## src/rtl/pong_pkg.sv

```systemverilog
// Shared definitions for the pong draw controller: state encoding,
// shape-select and colour-select codes, frame counter width.
package pong_pkg;

    typedef enum logic [3:0] {
        S_IDLE     = 4'd0,
        S_LOAD     = 4'd1,
        S_DRAW_B   = 4'd2,
        S_DRAW_P1  = 4'd3,
        S_DRAW_P2  = 4'd4,
        S_WAIT     = 4'd5,
        S_RELOAD   = 4'd6,
        S_ERASE_B  = 4'd7,
        S_ERASE_P1 = 4'd8,
        S_ERASE_P2 = 4'd9
    } state_t;

    localparam logic [1:0] SEL_BALL   = 2'd0;
    localparam logic [1:0] SEL_P1     = 2'd1;
    localparam logic [1:0] SEL_P2     = 2'd2;

    localparam logic [1:0] COL_BALL   = 2'd0;
    localparam logic [1:0] COL_BLACK  = 2'd1;
    localparam logic [1:0] COL_PADDLE = 2'd2;

    localparam int unsigned FRAME_CNT_W = 4;

endpackage

```

## src/rtl/pong_draw_controller_if.sv

```systemverilog
// Handshake bundle between the pong draw controller and its datapath.
// The pause line exists only when PONG_PAUSE_EN is defined.
interface pong_draw_controller_if;
    import pong_pkg::*;

`ifdef PONG_PAUSE_EN
    logic pause;
`endif
    logic go;
    logic fin_Wait;
    logic fin_B_D;
    logic fin_B_E;
    logic fin_P1_D;
    logic fin_P1_E;
    logic fin_P2_D;
    logic fin_P2_E;
    logic [1:0] sel_out;
    logic [1:0] sel_col;
    logic ld_bx;
    logic ld_by;
    logic ld_p1x;
    logic ld_p1y;
    logic ld_p2x;
    logic ld_p2y;
    logic en_B_shapeCounter_D;
    logic en_B_shapeCounter_E;
    logic en_P1_shapeCounter_D;
    logic en_P1_shapeCounter_E;
    logic en_P2_shapeCounter_D;
    logic en_P2_shapeCounter_E;
    logic en_delayCounter;
    logic plot;
    logic frame_tick;
    logic [3:0] state_out;

    modport master (
`ifdef PONG_PAUSE_EN
        output pause,
`endif
        output go, fin_Wait, fin_B_D, fin_B_E, fin_P1_D, fin_P1_E, fin_P2_D, fin_P2_E,
        input  sel_out, sel_col, ld_bx, ld_by, ld_p1x, ld_p1y, ld_p2x, ld_p2y,
        input  en_B_shapeCounter_D, en_B_shapeCounter_E, en_P1_shapeCounter_D,
        input  en_P1_shapeCounter_E, en_P2_shapeCounter_D, en_P2_shapeCounter_E,
        input  en_delayCounter, plot, frame_tick, state_out
    );

    modport slave (
`ifdef PONG_PAUSE_EN
        input  pause,
`endif
        input  go, fin_Wait, fin_B_D, fin_B_E, fin_P1_D, fin_P1_E, fin_P2_D, fin_P2_E,
        output sel_out, sel_col, ld_bx, ld_by, ld_p1x, ld_p1y, ld_p2x, ld_p2y,
        output en_B_shapeCounter_D, en_B_shapeCounter_E, en_P1_shapeCounter_D,
        output en_P1_shapeCounter_E, en_P2_shapeCounter_D, en_P2_shapeCounter_E,
        output en_delayCounter, plot, frame_tick, state_out
    );

endinterface

```

## src/rtl/pong_frame_counter.sv

```systemverilog
// Counts completed wait periods between erase/move passes; last flags
// the final period before the objects are moved.
module pong_frame_counter
    import pong_pkg::*;
#(
    parameter int unsigned FRAMES_PER_MOVE = 1
) (
    input  logic                   clock,
    input  logic                   reset,
    input  logic                   clear,
    input  logic                   inc,
    output logic [FRAME_CNT_W-1:0] count,
    output logic                   last
);

    localparam logic [FRAME_CNT_W-1:0] LAST_C = FRAME_CNT_W'(FRAMES_PER_MOVE - 1);

    logic [FRAME_CNT_W-1:0] count_r;

    // Frame count register: clear wins over increment.
    always_ff @(posedge clock) begin
        if (reset) begin
            count_r <= {FRAME_CNT_W{1'b0}};
        end else if (clear) begin
            count_r <= {FRAME_CNT_W{1'b0}};
        end else if (inc) begin
            count_r <= count_r + {{(FRAME_CNT_W-1){1'b0}}, 1'b1};
        end else begin
            count_r <= count_r;
        end
    end

    assign count = count_r;
    assign last  = (count_r == LAST_C);

endmodule

```

## src/rtl/pong_draw_controller.sv

```systemverilog
// Pong draw/erase/wait sequencer. Optional macro PONG_PAUSE_EN adds a
// pause input that freezes the frame wait.
module pong_draw_controller
    import pong_pkg::*;
#(
    parameter int unsigned FRAMES_PER_MOVE = 1
) (
    input  logic                  clock,
    input  logic                  reset,
    pong_draw_controller_if.slave bus
);

    localparam logic [FRAME_CNT_W-1:0] LAST_C = FRAME_CNT_W'(FRAMES_PER_MOVE - 1);

    state_t state_r, next_s;
    logic   pause_s, wait_done_s, roll_s, last_s, frame_tick_r;
    logic [FRAME_CNT_W-1:0] frame_count_s;
    logic [1:0] sel_out_s, sel_col_s;
    logic ld_s, en_bd_s, en_be_s, en_p1d_s, en_p1e_s, en_p2d_s, en_p2e_s;
    logic en_delay_s, plot_s;

`ifdef PONG_PAUSE_EN
    assign pause_s = bus.pause;
`else
    assign pause_s = 1'b0;
`endif

    assign wait_done_s = (state_r == S_WAIT) && bus.fin_Wait && !pause_s;
    // An out-of-range count (upset) is treated as the last period so it self-heals.
    assign roll_s = last_s || (frame_count_s > LAST_C);

    pong_frame_counter #(.FRAMES_PER_MOVE(FRAMES_PER_MOVE)) u_frame_counter (
        .clock (clock),
        .reset (reset),
        .clear (wait_done_s && roll_s),
        .inc   (wait_done_s && !roll_s),
        .count (frame_count_s),
        .last  (last_s)
    );

    // State register.
    always_ff @(posedge clock) begin
        if (reset) begin
            state_r <= S_IDLE;
        end else begin
            state_r <= next_s;
        end
    end

    // Frame tick pulse, one cycle after the wait period is accepted.
    always_ff @(posedge clock) begin
        if (reset) begin
            frame_tick_r <= 1'b0;
        end else begin
            frame_tick_r <= wait_done_s;
        end
    end

    // Next-state logic and Moore output decode.
    always_comb begin
        next_s     = state_r;
        sel_out_s  = SEL_BALL;
        sel_col_s  = COL_BALL;
        ld_s       = 1'b0;
        en_bd_s    = 1'b0;
        en_be_s    = 1'b0;
        en_p1d_s   = 1'b0;
        en_p1e_s   = 1'b0;
        en_p2d_s   = 1'b0;
        en_p2e_s   = 1'b0;
        en_delay_s = 1'b0;
        plot_s     = 1'b0;
        case (state_r)
            S_IDLE: begin
                if (bus.go) next_s = S_LOAD;
                else        next_s = S_IDLE;
            end
            S_LOAD: begin
                ld_s   = 1'b1;
                next_s = S_DRAW_B;
            end
            S_DRAW_B: begin
                sel_out_s = SEL_BALL;   sel_col_s = COL_BALL;
                en_bd_s   = 1'b1;       plot_s    = 1'b1;
                if (bus.fin_B_D) next_s = S_DRAW_P1;
                else             next_s = S_DRAW_B;
            end
            S_DRAW_P1: begin
                sel_out_s = SEL_P1;     sel_col_s = COL_PADDLE;
                en_p1d_s  = 1'b1;       plot_s    = 1'b1;
                if (bus.fin_P1_D) next_s = S_DRAW_P2;
                else              next_s = S_DRAW_P1;
            end
            S_DRAW_P2: begin
                sel_out_s = SEL_P2;     sel_col_s = COL_PADDLE;
                en_p2d_s  = 1'b1;       plot_s    = 1'b1;
                if (bus.fin_P2_D) next_s = S_WAIT;
                else              next_s = S_DRAW_P2;
            end
            S_WAIT: begin
                // A paused wait holds the delay counter in reload.
                en_delay_s = !pause_s;
                if (wait_done_s) begin
                    if (roll_s) next_s = S_ERASE_B;
                    else        next_s = S_RELOAD;
                end else begin
                    next_s = S_WAIT;
                end
            end
            S_RELOAD: begin
                next_s = S_WAIT;
            end
            S_ERASE_B: begin
                sel_out_s = SEL_BALL;   sel_col_s = COL_BLACK;
                en_be_s   = 1'b1;       plot_s    = 1'b1;
                if (bus.fin_B_E) next_s = S_ERASE_P1;
                else             next_s = S_ERASE_B;
            end
            S_ERASE_P1: begin
                sel_out_s = SEL_P1;     sel_col_s = COL_BLACK;
                en_p1e_s  = 1'b1;       plot_s    = 1'b1;
                if (bus.fin_P1_E) next_s = S_ERASE_P2;
                else              next_s = S_ERASE_P1;
            end
            S_ERASE_P2: begin
                sel_out_s = SEL_P2;     sel_col_s = COL_BLACK;
                en_p2e_s  = 1'b1;       plot_s    = 1'b1;
                if (bus.fin_P2_E) next_s = S_DRAW_B;
                else              next_s = S_ERASE_P2;
            end
            default: begin
                next_s = S_IDLE;
            end
        endcase
    end

    assign bus.sel_out              = sel_out_s;
    assign bus.sel_col              = sel_col_s;
    assign bus.ld_bx                = ld_s;
    assign bus.ld_by                = ld_s;
    assign bus.ld_p1x               = ld_s;
    assign bus.ld_p1y               = ld_s;
    assign bus.ld_p2x               = ld_s;
    assign bus.ld_p2y               = ld_s;
    assign bus.en_B_shapeCounter_D  = en_bd_s;
    assign bus.en_B_shapeCounter_E  = en_be_s;
    assign bus.en_P1_shapeCounter_D = en_p1d_s;
    assign bus.en_P1_shapeCounter_E = en_p1e_s;
    assign bus.en_P2_shapeCounter_D = en_p2d_s;
    assign bus.en_P2_shapeCounter_E = en_p2e_s;
    assign bus.en_delayCounter      = en_delay_s;
    assign bus.plot                 = plot_s;
    assign bus.frame_tick           = frame_tick_r;
    assign bus.state_out            = state_r;

endmodule

```

## src/flat_wrapper.sv

```systemverilog
// flat-port wrapper written by rule: the top's interface ports become plain ports
module pong_draw_controller_flat import pong_pkg::*;
#(
    parameter int unsigned FRAMES_PER_MOVE = 1
)
  (clock, reset, bus_go, bus_fin_Wait, bus_fin_B_D, bus_fin_B_E, bus_fin_P1_D, bus_fin_P1_E, bus_fin_P2_D, bus_fin_P2_E, bus_sel_out, bus_sel_col, bus_ld_bx, bus_ld_by, bus_ld_p1x, bus_ld_p1y, bus_ld_p2x, bus_ld_p2y, bus_en_B_shapeCounter_D, bus_en_B_shapeCounter_E, bus_en_P1_shapeCounter_D, bus_en_P1_shapeCounter_E, bus_en_P2_shapeCounter_D, bus_en_P2_shapeCounter_E, bus_en_delayCounter, bus_plot, bus_frame_tick, bus_state_out);
  pong_draw_controller_if bus_i ();
  input  logic clock;
  input  logic reset;
  input wire logic [$bits(bus_i.go)-1:0] bus_go;
  input wire logic [$bits(bus_i.fin_Wait)-1:0] bus_fin_Wait;
  input wire logic [$bits(bus_i.fin_B_D)-1:0] bus_fin_B_D;
  input wire logic [$bits(bus_i.fin_B_E)-1:0] bus_fin_B_E;
  input wire logic [$bits(bus_i.fin_P1_D)-1:0] bus_fin_P1_D;
  input wire logic [$bits(bus_i.fin_P1_E)-1:0] bus_fin_P1_E;
  input wire logic [$bits(bus_i.fin_P2_D)-1:0] bus_fin_P2_D;
  input wire logic [$bits(bus_i.fin_P2_E)-1:0] bus_fin_P2_E;
  output wire logic [$bits(bus_i.sel_out)-1:0] bus_sel_out;
  output wire logic [$bits(bus_i.sel_col)-1:0] bus_sel_col;
  output wire logic [$bits(bus_i.ld_bx)-1:0] bus_ld_bx;
  output wire logic [$bits(bus_i.ld_by)-1:0] bus_ld_by;
  output wire logic [$bits(bus_i.ld_p1x)-1:0] bus_ld_p1x;
  output wire logic [$bits(bus_i.ld_p1y)-1:0] bus_ld_p1y;
  output wire logic [$bits(bus_i.ld_p2x)-1:0] bus_ld_p2x;
  output wire logic [$bits(bus_i.ld_p2y)-1:0] bus_ld_p2y;
  output wire logic [$bits(bus_i.en_B_shapeCounter_D)-1:0] bus_en_B_shapeCounter_D;
  output wire logic [$bits(bus_i.en_B_shapeCounter_E)-1:0] bus_en_B_shapeCounter_E;
  output wire logic [$bits(bus_i.en_P1_shapeCounter_D)-1:0] bus_en_P1_shapeCounter_D;
  output wire logic [$bits(bus_i.en_P1_shapeCounter_E)-1:0] bus_en_P1_shapeCounter_E;
  output wire logic [$bits(bus_i.en_P2_shapeCounter_D)-1:0] bus_en_P2_shapeCounter_D;
  output wire logic [$bits(bus_i.en_P2_shapeCounter_E)-1:0] bus_en_P2_shapeCounter_E;
  output wire logic [$bits(bus_i.en_delayCounter)-1:0] bus_en_delayCounter;
  output wire logic [$bits(bus_i.plot)-1:0] bus_plot;
  output wire logic [$bits(bus_i.frame_tick)-1:0] bus_frame_tick;
  output wire logic [$bits(bus_i.state_out)-1:0] bus_state_out;
  assign bus_i.go = bus_go;
  assign bus_i.fin_Wait = bus_fin_Wait;
  assign bus_i.fin_B_D = bus_fin_B_D;
  assign bus_i.fin_B_E = bus_fin_B_E;
  assign bus_i.fin_P1_D = bus_fin_P1_D;
  assign bus_i.fin_P1_E = bus_fin_P1_E;
  assign bus_i.fin_P2_D = bus_fin_P2_D;
  assign bus_i.fin_P2_E = bus_fin_P2_E;
  assign bus_sel_out = bus_i.sel_out;
  assign bus_sel_col = bus_i.sel_col;
  assign bus_ld_bx = bus_i.ld_bx;
  assign bus_ld_by = bus_i.ld_by;
  assign bus_ld_p1x = bus_i.ld_p1x;
  assign bus_ld_p1y = bus_i.ld_p1y;
  assign bus_ld_p2x = bus_i.ld_p2x;
  assign bus_ld_p2y = bus_i.ld_p2y;
  assign bus_en_B_shapeCounter_D = bus_i.en_B_shapeCounter_D;
  assign bus_en_B_shapeCounter_E = bus_i.en_B_shapeCounter_E;
  assign bus_en_P1_shapeCounter_D = bus_i.en_P1_shapeCounter_D;
  assign bus_en_P1_shapeCounter_E = bus_i.en_P1_shapeCounter_E;
  assign bus_en_P2_shapeCounter_D = bus_i.en_P2_shapeCounter_D;
  assign bus_en_P2_shapeCounter_E = bus_i.en_P2_shapeCounter_E;
  assign bus_en_delayCounter = bus_i.en_delayCounter;
  assign bus_plot = bus_i.plot;
  assign bus_frame_tick = bus_i.frame_tick;
  assign bus_state_out = bus_i.state_out;
  pong_draw_controller #(.FRAMES_PER_MOVE(FRAMES_PER_MOVE)) u_core (.clock(clock), .reset(reset), .bus(bus_i));
endmodule
```

## config.mk

```make
export PLATFORM = sky130hd
export DESIGN_NAME = pong_draw_controller_flat
export DESIGN_NICKNAME = d
export VERILOG_FILES = /design/src/rtl/pong_pkg.sv /design/src/rtl/pong_draw_controller_if.sv /design/src/rtl/pong_frame_counter.sv /design/src/rtl/pong_draw_controller.sv /design/src/flat_wrapper.sv
export SDC_FILE = /design/constraint.sdc
export NUM_CORES = 1
export LEC_CHECK = 0
export ABC_AREA = 1
export CAP_MARGIN = 20
export CORE_AREA = 4 4 41 43
export DETAILED_ROUTE_END_ITERATION = 12
export DIE_AREA = 0 0 45 47
export MAX_ROUTING_LAYER = met4
export PLACE_DENSITY_LB_ADDON = 0.08
export SETUP_SLACK_MARGIN = 0.4
export SYNTH_ARGS = -nofsm -noshare
export SYNTH_HDL_FRONTEND = slang
export SYNTH_SLANG_ARGS = --single-unit
```

## constraint.sdc

```tcl
create_clock -name clock -period 2.8 [get_ports clock]
set_input_delay 0.28 -clock clock [delete_from_list [all_inputs] [get_ports clock]]
set_output_delay 0.28 -clock clock [all_outputs]
set_load 0.02 [all_outputs]
```

==> flow_summary.toml, run 1 <==
[outcome]
status = "finished, final reports clean"

[sta]
clock.fmax_mhz = 461
rsz0062_at_grt = "no"
period_needed_ns = 2.17
tightest_slew_ns = 0.367
fin_crit_sh = 0.775
slew_headroom = 0.754
slew_violations = 0
fin_ws_ns = 0.630
fin_tns_setup_ns = 0
finalSetupViolations = 0
final-hold-violation-count = 0
worst_clock_skew_ns = 0.00528

[floorplanning]
die_h_um = 47
core_area_sq_um = 1300
start_util = 0.335
core.rowCount = 13
io-pin-count = 33
chipWidth_um = 45
die_area_sq_um = 2120

[cells_and_area]
drive_gt1_frac = 0.121
antenna-diode-count = 0
syn_to_final_growth_pct = 75.3
utilization = 0.587
final_nets = 118

[placed_design]
hpwl_um = 1030
port_buffers = 32
place_ws_ns = 0.881
routabilityCongestion = 0.924

[cts]
cts_tree = "built"
cts.sinks = 5
cts_setup_buffers = 0
cts-root-buf = "clkbuf_4"
cts-resized-gates = 0
cts_buffers = 3
path_clk_slew_ns = 0.05
cts_buffer_depth = 2
ctsHoldBuffers = 0
ctsHtreeMaxLevel = 1
insertion_delay_ns = 0.24

[power_and_ir_drop]
switching_share = 0.365
power_frac_seq = 0.271
power_frac_comb = 0.455
ir_worst_vdd_mv = 0.214
p_leak_nw = 0.388
p_clk_frac = 0.275
p_sw_w = 0.000112
intPower_w = 0.000195
p_per_area_nw_per_um2 = 402

[route]
drtIter0Drc = 12
viasPerCell = 4.55
ant_nets = 0
routedWlPerCell_um = 9.80
drtPass1Iterations = 4
drc_errors = 0
routed_wl_um = 1200
vias = 555

[setup_path]
reg2reg_slack_ns = 1.61
cp_data_arrival_time_ns = 1.89
end_kind = "primary output"
r2r_cells = 5
worstReg2RegEnd = "u_core.bus.state_out[0]$_SDFF_PP0_"
crit_type = "reg -> out"
reg2reg_from = "u_core.bus.state_out[3]$_SDFF_PP0_"
start_kind = "flip-flop"
critical_path_required_ns = 2.52
crit_path_max_fanout = 6

[worst_hold_path]
hold_start = "bus_fin_Wait"
min_path_type = "in -> reg"
holdPathEnd = "u_core.bus.frame_tick$_SDFF_PP0_"
worst_hold_path.num_cells = 3

[grt]
grt.overflow.total = 0
grt_pass1_vias = 479
antenna_found_initial = 0
grt_pass1_wl_um = 1900
grt_use_total = 0.127
grt_max_degree = 7

[synth]
yosys_warnings = 0
synthCells = 76
syn_area_per_cell_sq_um = 5.73
syn_nets = 86
yosysSeqAreaShare = 0.230
yosys_register_bits = 5
ys_top_cells_by_area = "dfxtp_1, nor2_1, inv_1, nand3_1, nand2_1"
yosysTopAreaCell = "dfxtp_1"
synth_top_area_frac = 0.230
synth.distinct_cells = 15
synth_area_sq_um = 435

[run]
maxCapViolCount = 0
==> power by group through the flow <==
stage / Sequential (W) / Clock, W / Combinational, W
finish: 0.0000831 / 0.0000843 / 0.000140
global route: 0.0000840 / 0.0000940 / 0.000151
CTS: 0.0000832 / 0.0000873 / 0.000141
detailed placement: 0.0000845 / 0 / 0.000140
global placement: 0.0000845 / 0 / 0.000140
floorplan: 0.0000894 / 0 / 0.0000789
==> final cells by class <==
cell class | count | area, sq um
Inverter | 16 | 60.1
Multi-Input combinational cell | 50 | 238
Tap cell | 15 | 18.8
Sequential cell | 5 | 100
Clock buffer | 4 | 26.3
Fill cell | 139 | 538
Timing Repair Buffer | 32 | 320
==> how the worst max path moves through the flow <==
stage	start	end	slack [ns]	cells after the start
6_report	u_core.bus.state_out[3]$_SDFF_PP0_	bus_plot	0.63	6
5_1_grt	u_core.bus.state_out[3]$_SDFF_PP0_	bus_plot	0.46	6
4_1_cts	u_core.bus.state_out[3]$_SDFF_PP0_	bus_plot	0.61	6
3_3_place_gp	u_core.bus.state_out[3]$_SDFF_PP0_	bus_plot	0.86	6
3_5_place_dp	u_core.bus.state_out[3]$_SDFF_PP0_	bus_plot	0.88	6
2_1_floorplan	u_core.bus.state_out[2]$_SDFF_PP0_	bus_plot	1.08	6
==> worst max-delay path, stage by stage (launching register included) <==
cell and delay [ns]:
dfxtp_1 0.35, nor2_1 0.33, nand2_1 0.14, inv_1 0.09, nor2_1 0.06, nand4_1 0.07, clkdlybuf4s50_1 0.60
==> per-stage QoR <==
stage               cells  power, W  instance area, sq um  hold slack (ns)
global placement      118  0.000224                   737            0.693
finish                122  0.000307                   763            0.602
CTS                   122  0.000311                   763            0.601
global route          122  0.000329                   763            0.616
detailed placement    118  0.000225                   737            0.693
floorplan              76  0.000168                   435            0.349
==> synth_stat cells <==
library cell  instances
a21oi_1               1
buf_4                 5
dfxtp_1               5
inv_1                14
inv_2                 2
nand2_1              11
nand2_2               3
nand3_1              10
nand3b_1              1
nand4_1               1
nor2_1               15
nor2_2                4
nor2_4                1
o21ai_0               2
o22ai_1               1
==> metal layers <==
| layer | vias up | GRT usage | routed length (um) |
|---|---|---|---|
| li1 | 289 | - | - |
| met1 | 237 | 0.144 | 510 |
| met2 | 29 | 0.203 | 560 |
| met3 | 0 | 0.0498 | 124 |
| met4 | 0 | 0.0468 | 0 |
| met5 | - | - | 0 |
==> kinds of logic (layout without fill, tap and decap cells) <==
logic type	after synthesis	in the layout	synth area share
buffers and inverters	21	52	0.224
and+or+nand+nor	46	46	0.497
AOI/OAI and AO/OA	4	4	0.0488
DFF	5	5	0.230
==> registers in the layout, indices dropped and copies added (netlist names) <==
name                   count
u_core.bus.frame_tick      1
u_core.bus.state_out       4
==> placed cells by master, fill, tap and decap left out <==
cell / instances
a21oi_1: 1
clkbuf_1: 1
clkbuf_4: 3
clkdlybuf4s50_1: 32
dfxtp_1: 5
inv_1: 14
inv_2: 2
nand2_1: 11
nand2_2: 3
nand3_1: 10
nand3b_1: 1
nand4_1: 1
nor2_1: 15
nor2_2: 4
nor2_4: 1
o21ai_0: 2
o22ai_1: 1
(Power assumes the default switching activity.)
==> run 2: changes to the inputs <==
--- a/config.mk
+++ b/config.mk
@@ -7,9 +7,9 @@
 export LEC_CHECK = 0
 export ABC_AREA = 1
 export CAP_MARGIN = 20
-export CORE_AREA = 4 4 41 43
+export CORE_MARGIN = 4
+export CORE_UTILIZATION = 29
 export DETAILED_ROUTE_END_ITERATION = 12
-export DIE_AREA = 0 0 45 47
 export MAX_ROUTING_LAYER = met4
 export PLACE_DENSITY_LB_ADDON = 0.08
 export SETUP_SLACK_MARGIN = 0.4
==> constraint.sdc (replaced) <==
create_clock -name clock -period 1.88 [get_ports clock]
set_input_delay 0.188 -clock clock [delete_from_list [all_inputs] [get_ports clock]]
set_output_delay 0.188 -clock clock [all_outputs]
set_load 0.02 [all_outputs]
==> run 2 against run 1 <==
Critical path depth increased by 1. Global-route usage increased by 2.3 points. Sequential power increased by 55%. Wire length increased by 22%. Non-clock buffer count increased by 6. Clock power increased by 44%. Setup slack got worse by 0.23 ns. Final cell count increased by 4.9%. Utilization increased by 1.2 points. Critical endpoint unchanged. Highest routed layer unchanged.
==> flow_summary.toml, run 2 (synthesized netlist as in run 1, its figures left out) <==
[cells_and_area]
drive_gt1_frac = 0.442
fillers = 144
fin_area_sq_um = 808
final_nets = 124
final_cell_mix = "clkdlybuf4s50_1, inv_1, buf_2, nand2_1, nand3_1"
final_common_cell = "clkdlybuf4s50_1"
antenna-diode-count = 0
regArea_sq_um = 115
multi_input_area_sq_um = 280
syn_to_final_growth_pct = 85.6
largest_register_ffs = 4

[setup_path]
crit_path_max_fanout = 6
r2r_cells = 8
crit_buf_inv = 3
worstReg2RegEnd = "u_core.bus.state_out[0]$_SDFF_PP0_"
start_kind = "flip-flop"
startpoint = "u_core.bus.state_out[1]$_SDFF_PP0_"
crit_path_cell_trace = "nand2_1, inv_1, nand2_1, inv_1, nor2_2, nand4_1, buf_4"
cpMaxStageDelayCell = "dfxtp_4"
crit_end = "bus_plot"
reg2reg_slack_ns = 0.68
end_kind = "primary output"
path_depth = 7
reg2reg_from = "u_core.bus.state_out[2]$_SDFF_PP0_"
slowest_delay_ns = 0.37
crit_type = "reg -> out"
cp_data_arrival_time_ns = 1.29
critical_path_required_ns = 1.69
crit_family = "simple AND/OR/NAND/NOR gates"

[grt]
antenna_found_initial = 0
grt_max_degree = 7
grt_pass1_vias = 532
grt_use_total = 0.151
grt_pass1_wl_um = 2260
grt.overflow.total = 0

[cts]
cts.sinks = 5
ctsHtreeMaxLevel = 1
ctsHoldBuffers = 0
path_clk_slew_ns = 0.04
cts_buffer_depth = 2
cts-root-buf = "clkbuf_4"
cts_tree = "built"
cts_buffers = 3
insertion_delay_ns = 0.24

[route]
routed_wl_um = 1450
vias = 590
ant_nets = 0
drtPass1Iterations = 4
drc_errors = 0
viasPerCell = 4.61
routedWlPerCell_um = 11.3
drtIter0Drc = 8

[sta]
slew_violations = 0
finalSetupViolations = 0
clock.fmax_mhz = 678
slew_headroom = 0.847
fin_tns_setup_ns = 0
worst_clock_skew_ns = 0.00134
fin_crit_sh = 0.785
final-hold-violation-count = 0
rsz0062_at_grt = "yes"
period_needed_ns = 1.48
tightest_slew_ns = 0.229

[worst_hold_path]
min_path_type = "in -> reg"
worst_hold_path.num_cells = 3

[power_and_ir_drop]
p_leak_nw = 0.455
ir_worst_vdd_mv = 0.368
p_per_area_nw_per_um2 = 570
p_total_w = 0.000461

[floorplanning]
die_h_um = 46.8
core_area_sq_um = 1350
core.rowCount = 13
start_util = 0.323
io-pin-count = 33
die_area_sq_um = 2190
chipWidth_um = 46.8

[placed_design]
routabilityCongestion = 0.797
post_dp_cell_area_sq_um = 772
port_buffers = 32
hpwl_um = 1130

[run]
maxCapViolCount = 0

[outcome]
status = "finished, final reports clean"
## run 2: worst min-delay path by stage
stage	from	end
after floorplan	reset	u_core.bus.state_out[2]$_SDFF_PP0_
after global placement	u_core.bus.state_out[3]$_SDFF_PP0_	u_core.bus.frame_tick$_SDFF_PP0_
after detailed placement	u_core.bus.state_out[3]$_SDFF_PP0_	u_core.bus.frame_tick$_SDFF_PP0_
after CTS	bus_fin_Wait	u_core.bus.frame_tick$_SDFF_PP0_
after global routing	bus_fin_Wait	u_core.bus.frame_tick$_SDFF_PP0_
final	bus_fin_Wait	u_core.bus.frame_tick$_SDFF_PP0_
## run 2: metal layers
metal,vias to the layer above,wire [um],global-route usage,share of wire
li1,302,-,-,-
met1,252,569,0.182,0.39
met2,36,681,0.250,0.47
met3,0,201,0.0307,0.14
met4,0,0,0.0497,0
met5,-,0,-,0
## run 2: cell type report
type	instances	share of cell area
tap	15	0.0232
sequential	5	0.142
timing repair buffer	38	0.381
clock buffer	4	0.0325
inverter	16	0.0743
multi-input combinational	50	0.347
## run 2: stage by stage
stage          worst slack (ns)  hold slack, ns   util  std cells
6_report                  0.404           0.524  0.599        128
5_1_grt                   0.323           0.531  0.599        128
4_1_cts                   0.378           0.523  0.577        128
3_5_place_dp              0.132           0.668  0.572        122
3_3_place_gp              0.144           0.676  0.572        122
2_1_floorplan             0.436           0.253      -         76
## run 2: power by group
part           switching (W)  internal [W]  leakage (nW)  total [W]
clock network      0.0000405     0.0000800        0.0150   0.000121
logic               0.000120     0.0000913         0.396   0.000212
registers          0.0000158      0.000113        0.0436   0.000129
total               0.000177      0.000284         0.455   0.000461
## run 2: tightest hold or removal path, stage by stage
cell and delay [ns]:
clkdlybuf4s50_1 0.41, nand2_2 0.08, nor2_1 0.03
## run 2: timing repair
item                       in CTS  in global routing
buffers inserted                2                  0
setup endpoints to repair      20                 19
pin swaps                       1                  4
hold endpoints to repair        0                  0
resized for setup              71                 23
==> run 3: changes to the inputs <==
--- a/config.mk
+++ b/config.mk
@@ -8,7 +8,7 @@
 export ABC_AREA = 1
 export CAP_MARGIN = 20
 export CORE_MARGIN = 4
-export CORE_UTILIZATION = 29
+export CORE_UTILIZATION = 32
 export DETAILED_ROUTE_END_ITERATION = 12
 export MAX_ROUTING_LAYER = met4
 export PLACE_DENSITY_LB_ADDON = 0.08
==> constraint.sdc (replaced) <==
create_clock -name clock -period 1.4 [get_ports clock]
set_input_delay 0.14 -clock clock [delete_from_list [all_inputs] [get_ports clock]]
set_output_delay 0.14 -clock clock [all_outputs]
set_load 0.02 [all_outputs]
==> run 3 against run 2 <==
Total power grew 67%. Largest power group unchanged. Clock-buffer cell count did not move. Design area grew 36%. Critical path depth unchanged. Register-to-register slack lost 0.55 ns. Utilization grew 26 points. Via count grew 16%. Highest routed layer unchanged. Wire length rose by 21%. Worst hold slack worse by 0.049 ns. Combinational power grew 99%. First-iteration DRC count rose by 50%. Sequential power rose by 40%.
==> flow_summary.toml, run 3 (synthesized netlist as in run 1, its figures left out) <==
[worst_hold_path]
min_path_type = "in -> reg"
worst_hold_path.num_cells = 3
holdPathEnd = "u_core.bus.frame_tick$_SDFF_PP0_"
hold_start = "bus_fin_Wait"

[setup_path]
slowest_delay_ns = 0.39
cp_data_arrival_time_ns = 1.24
crit_buf_inv = 3
cpMaxStageDelayCell = "dfxtp_4"
critical_path_required_ns = 1.26
crit_type = "reg -> out"
path_depth = 7
end_kind = "primary output"
crit_path_max_fanout = 4
start_kind = "flip-flop"
crit_top_cell = "nor2_4"
crit_family = "flip-flops"
reg2reg_slack_ns = 0.13
reg2reg_from = "u_core.bus.state_out[1]$_SDFF_PP0_"
crit_path_cell_trace = "inv_4, nor2_4, inv_2, nor2_4, nor2_4, nand4_1, buf_4"
startpoint = "u_core.bus.state_out[2]$_SDFF_PP0_"
r2r_cells = 8
worstReg2RegEnd = "u_core.bus.state_out[3]$_SDFF_PP0_"

[route]
vias = 683
ant_nets = 0
viasPerCell = 4.68
drc_errors = 0
routedWlPerCell_um = 12.0
drtPass1Iterations = 4
routed_wl_um = 1760
drtIter0Drc = 12

[power_and_ir_drop]
ir_worst_vdd_mv = 0.859
p_leak_nw = 0.624
p_per_area_nw_per_um2 = 696

[sta]
finalSetupViolations = 0
worst_clock_skew_ns = 0.00222
rsz0062_at_grt = "yes"
fin_crit_sh = 0.985
slew_violations = 0
period_needed_ns = 1.38
clock.fmax_mhz = 725
tightest_slew_ns = 0.204
fin_tns_setup_ns = 0
final-hold-violation-count = 0
fin_ws_ns = 0.0205
slew_headroom = 0.864

[grt]
grt.overflow.total = 0
grt_pass1_vias = 593
antenna_found_initial = 0
grt_use_total = 0.178
grt_pass1_wl_um = 2540
grt_max_degree = 7

[cts]
insertion_delay_ns = 0.24
cts_buffers = 3
cts-root-buf = "clkbuf_4"
ctsHtreeMaxLevel = 1
cts.sinks = 5
cts_buffer_depth = 2
cts_tree = "built"
path_clk_slew_ns = 0.04

[cells_and_area]
antenna-diode-count = 0
syn_to_final_growth_pct = 153
instances_no_fill = 146
utilization = 0.858
drive_gt1_frac = 0.702
final_common_cell = "buf_4"
largest_register_ffs = 4
final_nets = 142
final_cell_mix = "buf_4, buf_6, nor2_4, clkdlybuf4s50_1, nor2_1"
fin_area_sq_um = 1100

[placed_design]
place_ws_ns = -0.212
routabilityCongestion = 0.816
dp.cells = 132
port_buffers = 32
post_dp_cell_area_sq_um = 905
hpwl_um = 1190

[floorplanning]
die_h_um = 44.9
start_util = 0.339
core_area_sq_um = 1280
chipWidth_um = 44.9
core.rowCount = 13
io-pin-count = 33
die_area_sq_um = 2010

[run]
maxCapViolCount = 0

[outcome]
status = "finished, final reports clean"
==> run 3: worst register-to-register path: cells and delay by family (launching register included) <==
| family | cells | cell delay [ns] |
|---|---|---|
| compound gates | 1 | 0.11 |
| buf+inv | 3 | 0.36 |
| flops | 1 | 0.42 |
| simple gates | 4 | 0.31 |
==> run 3: stage by stage <==
step	hold slack, ns	power (W)
floorplan	0.199	0.000357
global placement	0.679	0.000512
detailed placement	0.673	0.000515
CTS	0.469	0.000728
global route	0.475	0.000816
finish	0.475	0.000768
==> run 3: worst max path at each step <==
| stage | to | slack, ns |
|---|---|---|
| 2_1_floorplan | bus_plot | 0.14 |
| 3_3_place_gp | bus_plot | -0.19 |
| 3_5_place_dp | bus_plot | -0.21 |
| 4_1_cts | bus_plot | 0.04 |
| 5_1_grt | bus_plot | -0.05 |
| 6_report | bus_plot | 0.02 |
==> run 3: layout make-up <==
cell class                 instances  area (sq um)
multi-input combinational         50           365
sequential                         5           115
clock buffer                       4          26.3
fill                              78           183
tap                               15          18.8
timing repair buffer              56           502
inverter                          16          75.1
==> run 3: power breakdown <==
group          leakage, nW  total (W)  internal (W)  switching, W
clock network       0.0150   0.000165      0.000108     0.0000572
logic                0.566   0.000422      0.000211      0.000211
registers           0.0436   0.000181      0.000152     0.0000292
==> run 3: timing repair <==
item | 4_1_cts | 5_1_grt
hold buffers | 0 | 0
gates resized for setup | 139 | 19
setup buffers | 6 | 4
setup endpoints to repair | 28 | 27
pin swaps | 11 | 1
==> run 3: metal layers <==
| layer | track usage | vias to the layer above | wire length (um) |
|---|---|---|---|
| met3 | 0.0637 | 0 | 153 |
| met4 | 0 | 0 | 0 |
| met5 | - | - | 0 |
| met1 | 0.193 | 317 | 646 |
| li1 | - | 339 | - |
| met2 | 0.330 | 27 | 958 |
